<file path="config.mk">
export PLATFORM = sky130hd
export DESIGN_NAME = key_led2_flat
export DESIGN_NICKNAME = d
export VERILOG_FILES = /design/src/rtl/key_led2_if.sv /design/src/rtl/key_led2.sv /design/src/flat_wrapper.sv
export SDC_FILE = /design/constraint.sdc
export NUM_CORES = 1
export LEC_CHECK = 0
export CAP_MARGIN = 5
export CORE_MARGIN = 2
export CORE_UTILIZATION = 65
export CTS_BUF_LIST = sky130_fd_sc_hd__clkbuf_4
export DETAILED_ROUTE_END_ITERATION = 12
export GPL_TIMING_DRIVEN = 0
export PLACE_DENSITY = 0.8
export SLEW_MARGIN = 20
export SYNTH_ARGS = -nofsm -noshare
export SYNTH_HDL_FRONTEND = slang
export SYNTH_SLANG_ARGS = --single-unit
</file>
<file path="constraint.sdc">
create_clock -name sys_clk -period 4.5 [get_ports sys_clk]
set_clock_uncertainty 0.15 [all_clocks]
set_input_delay 0.675 -clock sys_clk [delete_from_list [all_inputs] [get_ports sys_clk]]
set_output_delay 0.675 -clock sys_clk [all_outputs]
set_load 0.05 [all_outputs]
</file>
<file path="src/rtl/key_led2_if.sv">
// Board-pin bundle for the two-key / two-LED controller.
// The key inputs are active-low and the LED outputs are active-high.
interface key_led2_if;
  logic [1:0] key;
  logic [1:0] led;

  modport master (output key, input  led);
  modport slave  (input  key, output led);
endinterface

</file>
<file path="src/rtl/key_led2.sv">
// Two-key, two-LED demo controller: synchronise, debounce, decode the key combination
// into one of four display modes and drive registered LEDs.
module key_led2 #(
  parameter int DEBOUNCE_CNT  = 1_000_000,
  parameter int BLINK_CNT_MAX = 12_500_000
) (
  input  logic       sys_clk,
  input  logic       sys_rst,
  key_led2_if.slave  pins
);

  localparam int DB_W = (DEBOUNCE_CNT  > 1) ? $clog2(DEBOUNCE_CNT)  : 1;
  localparam int BL_W = (BLINK_CNT_MAX > 1) ? $clog2(BLINK_CNT_MAX) : 1;

  typedef enum logic [1:0] {
    MODE_ON    = 2'b00,
    MODE_BLINK = 2'b01,
    MODE_ALT   = 2'b10,
    MODE_IDLE  = 2'b11
  } mode_t;

  logic [1:0]      key_sync_p0, key_sync_p1;
  logic [1:0]      key_db_p2;
  logic [DB_W-1:0] db_cnt_p2 [2];
  logic [1:0]      key_db_p3;
  logic [BL_W-1:0] blink_cnt_p3, blink_cnt_nxt;
  logic            phase_p3, phase_nxt;
  logic [1:0]      led_p3, led_nxt;
  logic            mode_chg;
  mode_t           mode;

  // p0/p1: two-flop synchroniser; p2: per-bit debounce
  always_ff @(posedge sys_clk) begin
    if (sys_rst) begin
      key_sync_p0 <= 2'b11;
      key_sync_p1 <= 2'b11;
      key_db_p2   <= 2'b11;
      for (int i = 0; i < 2; i++) db_cnt_p2[i] <= '0;
    end else begin
      key_sync_p0 <= pins.key;
      key_sync_p1 <= key_sync_p0;
      for (int i = 0; i < 2; i++) begin
        if (key_sync_p1[i] == key_db_p2[i]) begin
          db_cnt_p2[i] <= '0;
        end else if (db_cnt_p2[i] == DB_W'(DEBOUNCE_CNT - 1)) begin
          key_db_p2[i] <= key_sync_p1[i];
          db_cnt_p2[i] <= '0;
        end else begin
          db_cnt_p2[i] <= db_cnt_p2[i] + DB_W'(1);
        end
      end
    end
  end

  assign mode     = mode_t'(key_db_p2);
  assign mode_chg = (key_db_p2 != key_db_p3);

  // LED is decoded from the phase being loaded this cycle, so a fresh mode starts on phase 0
  always_comb begin
    blink_cnt_nxt = blink_cnt_p3;
    phase_nxt     = phase_p3;
    if (mode_chg || mode == MODE_IDLE || mode == MODE_ON) begin
      blink_cnt_nxt = '0;
      phase_nxt     = 1'b0;
    end else if (blink_cnt_p3 == BL_W'(BLINK_CNT_MAX - 1)) begin
      blink_cnt_nxt = '0;
      phase_nxt     = ~phase_p3;
    end else begin
      blink_cnt_nxt = blink_cnt_p3 + BL_W'(1);
    end

    led_nxt = 2'b00;
    case (mode)
      MODE_IDLE:  led_nxt = 2'b00;
      MODE_ALT:   led_nxt = phase_nxt ? 2'b10 : 2'b01;
      MODE_BLINK: led_nxt = phase_nxt ? 2'b00 : 2'b11;
      MODE_ON:    led_nxt = 2'b11;
      default:    led_nxt = 2'b00;
    endcase
  end

  // p3: blink timer, mode history and LED register
  always_ff @(posedge sys_clk) begin
    if (sys_rst) begin
      key_db_p3    <= 2'b11;
      blink_cnt_p3 <= '0;
      phase_p3     <= 1'b0;
      led_p3       <= 2'b00;
    end else begin
      key_db_p3    <= key_db_p2;
      blink_cnt_p3 <= blink_cnt_nxt;
      phase_p3     <= phase_nxt;
      led_p3       <= led_nxt;
    end
  end

  assign pins.led = led_p3;

endmodule

</file>
<file path="src/flat_wrapper.sv">
// flat-port wrapper written by rule: the top's interface ports become plain ports
module key_led2_flat 
#(
  parameter int DEBOUNCE_CNT  = 1_000_000,
  parameter int BLINK_CNT_MAX = 12_500_000
)
  (sys_clk, sys_rst, pins_key, pins_led);
  key_led2_if pins_i ();
  input  logic sys_clk;
  input  logic sys_rst;
  input wire logic [$bits(pins_i.key)-1:0] pins_key;
  output wire logic [$bits(pins_i.led)-1:0] pins_led;
  assign pins_i.key = pins_key;
  assign pins_led = pins_i.led;
  key_led2 #(.DEBOUNCE_CNT(DEBOUNCE_CNT), .BLINK_CNT_MAX(BLINK_CNT_MAX)) u_core (.sys_clk(sys_clk), .sys_rst(sys_rst), .pins(pins_i));
endmodule
</file>
==> impl_metrics.yaml <==
worst_setup_path:
  start_kind: "register"
  regToRegEndpoint: "u_core.db_cnt_p2[0][17]"
  slowest_stage: "edfxtp_1"
  crit_fanout: 10
  r2r_setup_slack_ns: 1.99
  ff2ff_path_depth: 7
  slowest_delay_ns: 0.45
  path_buf_inv: 2
  r2r_start: "u_core.db_cnt_p2[0][0]"
  path_class: "reg2reg"
  cp-end-kind: "register"
  cpLargestDelayFamily: "simple AND/OR/NAND/NOR gates"
  worst_ep_arrival_time_ns: 2.51
  crit_chain: "ha_1 -> nand3_1 -> nor3_1 -> or2_2 -> buf_2 -> buf_1 -> nor2_1"
  required_ns: 4.50
global_route:
  overflow: 0
  track_usage_pct: 21.4
  grt_first_pass_wirelength_mm: 10.4
  grt_pass1_vias: 2433
  met3_usage_pct: 4.25
  grt_util_met1_pct: 27.8
  grt_use_met2_pct: 35.1
  antenna_found_initial: 0
  grt_busiest_layer: "met2"
  grt_max_degree: 13
power_and_ir_drop:
  p_leak_nw: 1.33
  p_per_area_nw_per_um2: 295
  vdd.ir_drop.worst_uv: 182
sta:
  max_slew_margin_pct: 33.3
  postLayoutSetupSlackWorst_ns: 1.99
  fmaxAchievable_mhz: 398
  final-max-slew-violation-count: 0
  period_minus_slack_ns: 2.51
  rsz0062_at_grt: "no"
  setup-violations-final: 0
  worstMarginPinSlew_ns: 0.991
  fin_crit_sh_pct: 55.8
  fin_tns_setup_ns: 0
  hold_viol: 0
yosys:
  ys_seq_area_share_pct: 52.9
  synthMostInstantiatedCell: "nor2_1"
  syn_area_um2: 3590
  synth_top_area_share_pct: 33.4
  synthFlopType: "edfxtp_1"
  synth_seq_cells: 75
  synthTopCellsByCount: "nor2_1, edfxtp_1, xor2_1"
  synth.distinct_cells: 41
  syn_inst: 357
  synthTopCellsByArea: "edfxtp_1, dfxtp_1, xor2_1"
  synth_edf_count: 40
  avgSynthCellArea_um2: 10.1
  yosysTopAreaCell: "edfxtp_1"
  async_reset_ff_share_pct: 0
  ys.warnings.count: 0
min_path:
  worstHoldPathType: "reg2reg"
  whs_path_depth: 1
  hold_path_end: "u_core.key_sync_p1[1]"
  hold_start: "u_core.key_sync_p0[1]"
placement:
  place_inst: 473
  post-place-ws_ns: 1.83
  gp_congestion: 0.806
  port-buffer-count: 5
  hpwl_mm: 4.25
die:
  die_x_um: 78.4
  die_area_um2: 6140
  core-area_um2: 5410
  start_util_pct: 66.5
  die_h_um: 78.4
  rows: 27
  io-pin-count: 6
final_layout:
  antennaDiodeCount: 0
  drive_gt1_share_pct: 8.39
  area_growth_pct: 11.8
  utilization_pct: 74.3
  nets: 419
  fin_cells: 489
route:
  drtAntennaViolNets: 0
  drt_first_pass_iters: 4
  drc_errors: 0
  avgRoutedWirePerCell_um: 11.9
  wl_mm: 5.81
  drtIter0Drc: 107
  dr_total_vias: 2559
  via_per_inst: 5.23
clock_network:
  cts_max_path_buffers: 2
  cts_root_buffer: "clkbuf_4"
  insertion_delay_ns: 0.41
  cts.sinks: 75
  clk_pin_slew_ns: 0.13
  cts.htree.levels: 3
  cts.hold.buffers_added: 0
  post-cts-setup-buffer-count: 0
  cts_resized: 0
  cts_made_buffers: 9
  cts_tree: "done"
status:
  outcome: "finished clean"
job:
  cap_violations: 0
cells by family after synthesis:
family | synth area share [%]
flops | 52.9
simple gates | 27.3
compound gates | 1.92
buf+inv | 2.12
xor+xnor | 14.6
other cells | 0.104
fa+ha+maj | 1.04
worst reg2reg max path: cells and delay by family, from the launching register on:
kind	cells	cell delay [ns]
fa+ha+maj	1	0.25
buf+inv	2	0.59
flops	1	0.45
simple gates	4	0.80
through the flow:
step           power (mW)  area [µm²]  hold slack, ns
4_1_cts              1.20        4010           0.260
2_1_floorplan       0.794        3740           0.239
6_report             1.19        4020           0.261
5_1_grt              1.23        4020           0.274
3_3_place_gp        0.803        3880           0.244
3_5_place_dp        0.805        3880           0.246
cell usage in the layout, fill, tap and decap left out, drive strengths merged, types with 4 or more instances in the layout:
cell type / count
and3: 6
and4: 5
buf: 6
clkbuf: 13
clkdlybuf4s50: 5
clkinv: 5
conb: 40
dfxtp: 35
edfxtp: 40
inv: 9
nand2: 20
nand2b: 5
nand3: 27
nand4: 15
nor2: 75
nor3: 6
nor4: 7
nor4b: 4
or2: 8
xnor2: 22
xor2: 38
layer usage:
metal	up-vias	routed length (µm)
li1	1310	-
met1	1178	2710
met2	55	2770
met3	16	188
met4	0	134
met5	-	0
flip-flops by register name, summed over array words and instances (netlist names):
name and cells:
u_core.blink_cnt_p3 24, u_core.db_cnt_p2 40, u_core.key_db_p2 2, u_core.key_db_p3 2
u_core.key_sync_p0 2, u_core.key_sync_p1 2, u_core.phase_p3 1, u_core.pins.led 2
power by group:
group / total, mW / switching, mW / internal (mW)
registers: 0.754 / 0.0178 / 0.737
logic: 0.0364 / 0.0198 / 0.0166
clock network: 0.396 / 0.224 / 0.171
total: 1.19 / 0.262 / 0.925
area by class of cell:
class / instances / area, µm²
Clock buffer: 10 / 75.1
Buffer: 9 / 42.5
Sequential cell: 75 / 1900
Tap cell: 72 / 90.1
Clock inverter: 6 / 56.3
Fill cell: 412 / 1390
Timing Repair Buffer: 5 / 50.0
Multi-Input combinational cell: 303 / 1770
Inverter: 9 / 33.8
how the worst max path moves through the flow:
stage,from,endpoint,slack [ns],cells after the start
global placement,sys_rst,u_core.db_cnt_p2[1][16],1.85,7
global route,u_core.db_cnt_p2[0][7],u_core.db_cnt_p2[0][16],1.69,7
finish,u_core.db_cnt_p2[0][0],u_core.db_cnt_p2[0][17],1.99,7
floorplan,u_core.db_cnt_p2[1][10],u_core.db_cnt_p2[1][12],2.24,6
CTS,u_core.db_cnt_p2[0][7],u_core.db_cnt_p2[0][16],1.95,7
detailed placement,sys_rst,u_core.db_cnt_p2[1][18],1.83,7
(Power assumes the default switching activity.)
